$ cat src/rtl/mips_multicycle_core_if.sv
// Memory bus between the multi-cycle core (master) and the SoC memory (slave).
//   mem_req_o    request, held until a cycle with mem_ready_i=1
//   mem_we_o     1 = store, 0 = read (fetch or load)
//   mem_addr_o   word-aligned byte address
//   mem_wdata_o  store data
//   mem_rdata_i  read data, valid in the cycle mem_ready_i=1
//   mem_ready_i  completes the transfer when mem_req_o is also high
interface mips_multicycle_core_if #(
  parameter int ADDR_WIDTH = 32
);
  logic                  mem_req_o;
  logic                  mem_we_o;
  logic [ADDR_WIDTH-1:0] mem_addr_o;
  logic [31:0]           mem_wdata_o;
  logic [31:0]           mem_rdata_i;
  logic                  mem_ready_i;

  modport master (
    output mem_req_o, mem_we_o, mem_addr_o, mem_wdata_o,
    input  mem_rdata_i, mem_ready_i
  );
  modport slave (
    input  mem_req_o, mem_we_o, mem_addr_o, mem_wdata_o,
    output mem_rdata_i, mem_ready_i
  );
endinterface

$ cat src/rtl/mips_multicycle_core.sv
// Multi-cycle MIPS32 subset core: one FSM, one shared ALU, one memory port.
// Ports:
//   clk           core clock, rising edge
//   reset         asynchronous active-low reset
//   bus           memory master port (req/ready handshake, wait states allowed)
//   pc_o          PC register (already PC+4 once the fetch has completed)
//   alu_result_o  last value written back to the register file
//   retire_o      one-cycle pulse per completed instruction
//   halted_o      sticky stop on illegal opcode/funct or misaligned lw/sw
module mips_multicycle_core #(
  parameter int                    ADDR_WIDTH = 32,
  parameter logic [ADDR_WIDTH-1:0] RESET_PC   = '0
) (
  input  logic                    clk,
  input  logic                    reset,
  mips_multicycle_core_if.master  bus,
  output logic [ADDR_WIDTH-1:0]   pc_o,
  output logic [31:0]             alu_result_o,
  output logic                    retire_o,
  output logic                    halted_o
);
  localparam logic [2:0] S_FETCH = 3'd0, S_DECODE = 3'd1, S_EXEC = 3'd2,
                         S_MEM   = 3'd3, S_WB     = 3'd4, S_HALT = 3'd5;

  localparam logic [5:0] OP_R = 6'h00, OP_J = 6'h02, OP_BEQ = 6'h04, OP_BNE = 6'h05,
                         OP_ADDI = 6'h08, OP_ORI = 6'h0D, OP_LW = 6'h23, OP_SW = 6'h2B;
  localparam logic [5:0] F_SLL = 6'h00, F_SRL = 6'h02, F_ADD = 6'h20, F_SUB = 6'h22,
                         F_AND = 6'h24, F_OR  = 6'h25, F_NOR = 6'h27;
  // Jump target is built in a vector of at least 28 bits, then truncated.
  localparam int JW = (ADDR_WIDTH > 28) ? ADDR_WIDTH : 28;

  logic [2:0]            state_q, state_d;
  logic [ADDR_WIDTH-1:0] pc_q, pc_d;
  logic [31:0]           ir_q, ir_d, a_q, a_d, b_q, b_d, res_q, res_d, alu_q, alu_d;
  logic                  retire_q, retire_d;
  logic                  req_en_q;
  logic [31:0]           rf_q [32];

  logic [5:0]            op, funct;
  logic [4:0]            rs, rt, rd, shamt, dest;
  logic [31:0]           imm_s, imm_z, alu_out;
  logic                  legal, mem_req, wb_we;
  logic [ADDR_WIDTH-1:0] br_tgt, j_tgt;
  logic [JW-1:0]         jt;

  assign op    = ir_q[31:26];
  assign rs    = ir_q[25:21];
  assign rt    = ir_q[20:16];
  assign rd    = ir_q[15:11];
  assign shamt = ir_q[10:6];
  assign funct = ir_q[5:0];
  assign imm_s = {{16{ir_q[15]}}, ir_q[15:0]};
  assign imm_z = {16'h0, ir_q[15:0]};
  assign dest  = (op == OP_R) ? rd : rt;

  // req_en_q keeps the request low until the first edge after reset release.
  assign mem_req         = req_en_q && (state_q == S_FETCH || state_q == S_MEM);
  assign bus.mem_req_o   = mem_req;
  assign bus.mem_we_o    = (state_q == S_MEM) && (op == OP_SW);
  assign bus.mem_addr_o  = (state_q == S_MEM) ? ADDR_WIDTH'(res_q) : pc_q;
  assign bus.mem_wdata_o = b_q;

  always_comb begin
    legal = 1'b0;
    case (op)
      OP_R: case (funct)
        F_SLL, F_SRL, F_ADD, F_SUB, F_AND, F_OR, F_NOR: legal = 1'b1;
        default: legal = 1'b0;
      endcase
      OP_J, OP_BEQ, OP_BNE, OP_ADDI, OP_ORI, OP_LW, OP_SW: legal = 1'b1;
      default: legal = 1'b0;
    endcase
  end

  // Shared ALU; lw/sw effective address uses the addi path.
  always_comb begin
    alu_out = a_q + imm_s;
    case (op)
      OP_R: case (funct)
        F_SUB:   alu_out = a_q - b_q;
        F_AND:   alu_out = a_q & b_q;
        F_OR:    alu_out = a_q | b_q;
        F_NOR:   alu_out = ~(a_q | b_q);
        F_SLL:   alu_out = b_q << shamt;
        F_SRL:   alu_out = b_q >> shamt;
        default: alu_out = a_q + b_q;
      endcase
      OP_ORI:  alu_out = a_q | imm_z;
      default: alu_out = a_q + imm_s;
    endcase
  end

  // pc_q already holds PC+4 during EXEC, which is the MIPS base for both targets.
  always_comb begin
    jt       = JW'(pc_q);
    jt[27:0] = {ir_q[25:0], 2'b00};
  end
  assign j_tgt  = ADDR_WIDTH'(jt);
  assign br_tgt = pc_q + ADDR_WIDTH'($signed({imm_s[29:0], 2'b00}));

  always_comb begin
    state_d  = state_q;
    pc_d     = pc_q;
    ir_d     = ir_q;
    a_d      = a_q;
    b_d      = b_q;
    res_d    = res_q;
    alu_d    = alu_q;
    retire_d = 1'b0;
    case (state_q)
      S_FETCH: if (mem_req && bus.mem_ready_i) begin
        ir_d    = bus.mem_rdata_i;
        pc_d    = pc_q + ADDR_WIDTH'(4);
        state_d = S_DECODE;
      end
      S_DECODE: begin
        a_d     = rf_q[rs];
        b_d     = rf_q[rt];
        state_d = legal ? S_EXEC : S_HALT;
      end
      S_EXEC: begin
        res_d = alu_out;
        case (op)
          OP_LW, OP_SW: state_d = (alu_out[1:0] != 2'b00) ? S_HALT : S_MEM;
          OP_BEQ, OP_BNE: begin
            if ((a_q == b_q) == (op == OP_BEQ)) pc_d = br_tgt;
            retire_d = 1'b1;
            state_d  = S_FETCH;
          end
          OP_J: begin
            pc_d     = j_tgt;
            retire_d = 1'b1;
            state_d  = S_FETCH;
          end
          default: state_d = S_WB;
        endcase
      end
      S_MEM: if (mem_req && bus.mem_ready_i) begin
        if (op == OP_SW) begin
          retire_d = 1'b1;
          state_d  = S_FETCH;
        end else begin
          res_d   = bus.mem_rdata_i;
          state_d = S_WB;
        end
      end
      S_WB: begin
        alu_d    = res_q;
        retire_d = 1'b1;
        state_d  = S_FETCH;
      end
      default: state_d = S_HALT;
    endcase
  end

  always_ff @(posedge clk or negedge reset) begin
    if (!reset) begin
      state_q  <= S_FETCH;
      pc_q     <= RESET_PC;
      ir_q     <= '0;
      a_q      <= '0;
      b_q      <= '0;
      res_q    <= '0;
      alu_q    <= '0;
      retire_q <= 1'b0;
      req_en_q <= 1'b0;
    end else begin
      state_q  <= state_d;
      pc_q     <= pc_d;
      ir_q     <= ir_d;
      a_q      <= a_d;
      b_q      <= b_d;
      res_q    <= res_d;
      alu_q    <= alu_d;
      retire_q <= retire_d;
      req_en_q <= 1'b1;
    end
  end

  // alu_result_o still updates on a $0 destination; only the array write is dropped.
  assign wb_we = (state_q == S_WB) && (dest != 5'd0);

  always_ff @(posedge clk or negedge reset) begin
    if (!reset) begin
      for (int i = 0; i < 32; i++) rf_q[i] <= '0;
    end else if (wb_we) begin
      rf_q[dest] <= res_q;
    end
  end

  assign pc_o         = pc_q;
  assign alu_result_o = alu_q;
  assign retire_o     = retire_q;
  assign halted_o     = (state_q == S_HALT);
endmodule

$ cat src/flat_wrapper.sv
// flat-port wrapper written by rule: the top's interface ports become plain ports
module mips_multicycle_core_flat 
#(
  parameter int                    ADDR_WIDTH = 32,
  parameter logic [ADDR_WIDTH-1:0] RESET_PC   = '0
)
  (clk, reset, pc_o, alu_result_o, retire_o, halted_o, bus_mem_req_o, bus_mem_we_o, bus_mem_addr_o, bus_mem_wdata_o, bus_mem_rdata_i, bus_mem_ready_i);
  mips_multicycle_core_if #(.ADDR_WIDTH(ADDR_WIDTH)) bus_i ();
  input  logic clk;
  input  logic reset;
  output logic [ADDR_WIDTH-1:0] pc_o;
  output logic [31:0] alu_result_o;
  output logic retire_o;
  output logic halted_o;
  output wire logic [$bits(bus_i.mem_req_o)-1:0] bus_mem_req_o;
  output wire logic [$bits(bus_i.mem_we_o)-1:0] bus_mem_we_o;
  output wire logic [$bits(bus_i.mem_addr_o)-1:0] bus_mem_addr_o;
  output wire logic [$bits(bus_i.mem_wdata_o)-1:0] bus_mem_wdata_o;
  input wire logic [$bits(bus_i.mem_rdata_i)-1:0] bus_mem_rdata_i;
  input wire logic [$bits(bus_i.mem_ready_i)-1:0] bus_mem_ready_i;
  assign bus_mem_req_o = bus_i.mem_req_o;
  assign bus_mem_we_o = bus_i.mem_we_o;
  assign bus_mem_addr_o = bus_i.mem_addr_o;
  assign bus_mem_wdata_o = bus_i.mem_wdata_o;
  assign bus_i.mem_rdata_i = bus_mem_rdata_i;
  assign bus_i.mem_ready_i = bus_mem_ready_i;
  mips_multicycle_core #(.ADDR_WIDTH(ADDR_WIDTH), .RESET_PC(RESET_PC)) u_core (.clk(clk), .reset(reset), .bus(bus_i), .pc_o(pc_o), .alu_result_o(alu_result_o), .retire_o(retire_o), .halted_o(halted_o));
endmodule
$ cat config.mk
export PLATFORM = sky130hd
export DESIGN_NAME = mips_multicycle_core_flat
export DESIGN_NICKNAME = d
export VERILOG_FILES = /design/src/rtl/mips_multicycle_core_if.sv /design/src/rtl/mips_multicycle_core.sv /design/src/flat_wrapper.sv
export SDC_FILE = /design/constraint.sdc
export NUM_CORES = 2
export LEC_CHECK = 0
export CORE_MARGIN = 1
export CORE_UTILIZATION = 32
export DETAILED_ROUTE_END_ITERATION = 8
export GPL_ROUTABILITY_DRIVEN = 0
export PLACE_DENSITY = 0.52
export REMOVE_ABC_BUFFERS = 1
export SYNTH_ARGS = -nofsm -noshare
export SYNTH_HDL_FRONTEND = slang
export SYNTH_SLANG_ARGS = --single-unit
$ cat constraint.sdc
create_clock -name clk -period 5.5 [get_ports clk]
set_clock_uncertainty 0.2 [all_clocks]
set_input_delay 1.65 -clock clk [delete_from_list [all_inputs] [get_ports clk]]
set_output_delay 1.65 -clock clk [all_outputs]
set_load 0.005 [all_outputs]
* After elaboration in Yosys (flattened, before gate mapping)
Cells that the tools add are included.
** Operators by class
- Reduce and logical (&&, ||, !) cells :: 23
- Muxes and demuxes :: 33
- Shifts and indexed selects :: 2
- Add/subtract/negate cells :: 5
- Order comparisons :: 4
- Equal/unequal tests :: 28
- Bitwise logic cells :: 7
** Operator list (number)
- $bwmux W1024 :: 1
- $bmux W32 S5 :: 2
- $mux W32 :: 10
- $pmux W32 S2 :: 4
- $pmux W32 S6 :: 1
- $demux W32 S5 :: 1
- $add A32 B32 Y32 :: 3
- $eq A6 B6 Y1 const B :: 7
- $add A32 B3 Y32 const B :: 1
- $and A32 B32 Y32 :: 1
- $eq A32 B32 Y1 :: 1
- $not A32 Y32 :: 1
- $or A32 B16 Y32 :: 1
- $or A32 B32 Y32 :: 1
- $shl A32 B5 Y32 :: 1
- $shr A32 B5 Y32 :: 1
- $sub A32 B32 Y32 :: 1
- $ge A6 B6 Y1 const B :: 3
- $not A5 Y6 :: 3
- $mux W3 :: 5
- $pmux W3 S5 :: 1
- $reduce_or A7 Y1 :: 2
- $eq A6 B2 Y1 const B :: 2
- $eq A6 B3 Y1 const B :: 2
- 26 further kinds :: 46
** Storage, ports and cells
- Bits in registers :: 1221
- Bits of input ports :: 35
- Logic and storage cells :: 144
- Output and inout bits :: 132

* Depth between registers and ports, before layout
- Word-level depth :: 8
- Depth in mapped cells :: 17
- Mapped depth without buffers :: 14

* Worst setup path after synthesis
No wires, ideal clock.
- Path kind :: register to register
- From :: reg u_core.ir_q[8]
- To :: reg u_core.res_q[31]
- Required time :: 5.218 ns
- Slack :: 1.094 ns
- Arrival time :: 4.124 ns
- Cell stages (with the launch flop) :: 18
- Path through :: dfrtp_1 > buf_2 > inv_1 > buf_1 > buf_2 > clkbuf_1 > ha_1 > clkbuf_1 > nand4_1 > o22ai_1 > nor3b_1 > o31ai_1 > a41o_1 > o311ai_1 > a21oi_1 > xnor2_1 > or3_1 > a31oi_1
** On the way
- Cells in the longest elaborated chain, start to end :: 4
- Elaborated cells on any way between the ends :: 6
- Those cells by class :: add/sub: 1; shift: 2; mux: 3
** Ends and longest elaborated chain
- start: declaration :: line mips_multicycle_core.sv:34 : logic [31:0] ir_q, ir_d, a_q, a_d, b_q, b_d, res_q, res_d, alu_q, alu_d;
- start signal: assignment :: line mips_multicycle_core.sv:170 : ir_q <= ir_d;
- branches (longest 2 deep; another with $add A32 B32 Y32)
- $pmux W32 S2 (*) :: line mips_multicycle_core.sv:78 : case (op)
- $pmux W32 S2 (*) :: line mips_multicycle_core.sv:110 : case (state_q)
- end signal: assignment :: line mips_multicycle_core.sv:173 : res_q <= res_d;
- end: declaration :: line mips_multicycle_core.sv:34
Every way passes the cells marked *.
A chain may end at the register's enable or synchronous reset.

* Worst setup path after layout
- From :: reg u_core.state_q[1]
- To :: out bus_mem_addr_o[3]
** On the way
- Cells in the longest elaborated chain, start to end :: 2
** Ends and longest elaborated chain
- start: declaration :: line mips_multicycle_core.sv:32 : logic [2:0] state_q, state_d;
- start signal: assignment :: line mips_multicycle_core.sv:168 : state_q <= state_d;
- $eq A3 B2 Y1 :: line mips_multicycle_core.sv:60 : assign bus.mem_addr_o = (state_q == S_MEM) ? ADDR_WIDTH'(res_q) : pc_q;
- $mux W32 :: line mips_multicycle_core.sv:60
- end: declaration :: line flat_wrapper.sv:17 : output wire logic [$bits(bus_i.mem_addr_o)-1:0] bus_mem_addr_o;
Every way passes these cells.

==> impl_metrics.toml <==
[placement]
pre_cts_ws_ns = 0.734
dpl.hpwl_mm = 184
dpl_cell_area_um2 = 80900
buffer_ports.inserted = 164

[grt]
wire_length_of_the_first_global_routing_pass_mm = 408
grt_start_max_net_pins = 130
global_route.usage.total_pct = 23.8
antenna_found_initial = 12
via_count_of_the_first_global_routing_pass = 54677
overflow = 0

[logic_synthesis]
synthDominantAreaCellType = "dfrtp_1"
yosys-top-cells-area = "dfrtp_1 (41%), mux4_2 (21%), mux2_2 (15%), ha_1 (2.9%), nand2_1 (2.2%)"
synthesis.area_um2 = 74800
synth.top_cells.by_count = "dfrtp_1 (1219), mux2_2 (1003), mux4_2 (690), nand2_1 (445), clkbuf_1 (420)"
mapped_avg_cell_area_um2 = 12.5
seq_area_frac_synth_pct = 40.8
synth.distinct_cells = 84
yosys.area.top_type_share_pct = 40.8
yosysWarnings = 0
number_of_synthesized_flops_with_an_enable_pin = 0
postSynthCellCount = 6004
ys_ff_latch = 1219
synthFlopType = "dfrtp_1"
yosys.cell_count.top_type = "dfrtp_1"
postSynth.asyncResetShare_pct = 100

[timing]
rsz0062_at_grt = "false"
setup_ws_ns = 0.454
slew_violations = 0
timing.final.setup_violations = 0
timing_hold_violations_final = 0
timing.final.crit_share_pct = 91.7
timing_worst_slew_pin_value_ns = 1.34
max_freq_mhz = 198
min_period_ns = 5.05
max_slew_margin_pct = 9.67
setup_tns_ns = 0

[layout]
post-route-util_pct = 36.8
finalNetCount = 6198
area_growth_syn_to_layout_pct = 14.4
drive_above_1_share_pct = 37.1
post_route_cell_area_um2 = 85600

[job]
cap_viol_max_count = 0

[route]
wl_per_cell_um = 31.0
wl_mm = 283
dr.first_iter.drc_count = 5830
via_to_cell_ratio = 5.98
drtPass1Iterations = 6
vias = 54643
ant_nets = 0
remaining_drc_errors = 0

[floorplan]
die-height_um = 486
floorplan.rows = 177
coreArea_um2 = 233000
top_level_i_o_count = 167
die-width_um = 486
die_area_um2 = 236000
start_util_pct = 32.2

[setup_path]
crit_arrival_ns = 3.20
startpoint_type = "flop"
cp_data_required_time_ns = 3.65
worstSetupEndpointType = "output pin"
type_of_the_setup_path_with_the_least_slack = "reg2out"
path_max_fanout = 44

[cts]
worst_skew_pair_latency_ns = 0.83
clk_root_buffer_cell = "clkbuf_16"
cts_made_buffers = 142
tritoncts_num_sinks = 1219
cts.htree.levels = 4
holdBufCountCts = 0
clockBufferDepth = 3
clock_transition_time_at_the_flip_flop_clock_pins_of_the_worst_setup_and_hold_paths_ns = 0.06
tritoncts = "yes"

[power_and_ir_drop]
power.ir.vdd_worst_v = 0.000684
power_leakage_nw = 37.3
powerDensity_nw_per_um2 = 611

[outcome]
run_status = "completed"

[min_path]
hold_class = "reg2reg"
## layout make-up
cell class | instances | area [µm²]
diodes | 1 | 2.50
clock buffers | 196 | 4080
clock inverters | 60 | 657
fillers | 22368 | 147000
inverters | 133 | 499
multi-input cells | 4073 | 41900
flip-flops and latches | 1219 | 30600
well taps | 3043 | 3810
repair buffers | 418 | 4130
## flip-flops by register name, summed over array words and instances (netlist names)
register,count
u_core.a_q,32
u_core.alu_result_o,32
u_core.bus.mem_wdata_o,32
u_core.ir_q,32
u_core.pc_o,30
u_core.req_en_q,1
u_core.res_q,32
u_core.retire_o,1
u_core.rf_q,1024
u_core.state_q,3
## report_power, final
group          total [mW]  switching (mW)  internal [mW]
sequential           14.7            3.06           11.7
clock                9.71            4.07           5.64
combinational        27.8            15.9           12.0
## worst paths after layout
kind	slack, ns	cells after the start	to	from
min in group asynchronous	0.67	1	u_core.rf_q[892]	reset
worst min-delay path	0.19	0	u_core.rf_q[999]	u_core.rf_q[999]
worst max register to register	0.64	12	u_core.pc_o[25]	u_core.bus.mem_wdata_o[10]
worst max-delay path	0.45	6	bus_mem_addr_o[3]	u_core.state_q[1]
max in group asynchronous	3.17	2	u_core.rf_q[75]	reset
worst min register to register	0.19	0	u_core.rf_q[999]	u_core.rf_q[999]
## critical path, stage by stage (launching register included)
cell             delay, ns
dfrtp_1               0.63
nor2b_1               0.19
buf_4                 0.18
and2_4                0.50
nand2_1               0.12
o21ai_0               0.13
clkdlybuf4s50_1       0.57
## logic make-up (layout without fill, tap and decap cells)
| family | count (synthesis) | count (layout) | share of synthesized area (%) |
|---|---|---|---|
| AO/OA/AOI/OAI | 966 | 966 | 8.12 |
| XOR/XNOR | 87 | 87 | 1.02 |
| adder cells (fa/ha/maj) | 176 | 176 | 2.98 |
| buffers and inverters | 713 | 807 | 3.64 |
| flip-flops | 1219 | 1219 | 40.8 |
| multiplexers | 1811 | 1811 | 37.4 |
| other | 2 | 4 | 0.0100 |
| AND/OR/NAND/NOR | 1030 | 1030 | 6.02 |
## stage by stage
step           power [mW]  hold WS [ns]  cells
5_1_grt              54.8         0.210   9142
3_3_place_gp         41.8         0.176   8886
4_1_cts              52.0         0.197   9142
6_report             52.3         0.194   9143
2_1_floorplan        31.8         0.165   5425
3_5_place_dp         42.1         0.182   8886
## metal layers
layer	global-route usage, %	vias to the layer above	routed length (µm)
met5	0	-	13
met4	8.73	2	11000
met3	4.87	458	22500
met2	37.3	2428	130000
met1	32.5	29045	120000
li1	-	22710	-
## placed cells by master (no fill, tap or decap), types with 63 or more instances in the layout
| master | instances |
|---|---|
| mux2_2 | 1003 |
| o21ai_0 | 199 |
| a21oi_1 | 318 |
| mux4_2 | 690 |
| dfrtp_1 | 1203 |
| mux2i_1 | 118 |
| xnor2_1 | 63 |
| inv_1 | 129 |
| a211oi_1 | 67 |
| clkdlybuf4s50_1 | 163 |
| nor2_1 | 290 |
| buf_4 | 208 |
| clkbuf_16 | 144 |
| nand2_1 | 427 |
| ha_1 | 172 |
## timing repair
item | 4_1_cts | 5_1_grt
endpoints found under the setup margin | 0 | 2
gates resized for setup | 0 | 1
buffers inserted | 0 | 0
endpoints found under the hold margin | 0 | 0
Note: power is estimated with default switching activity, not from simulation.
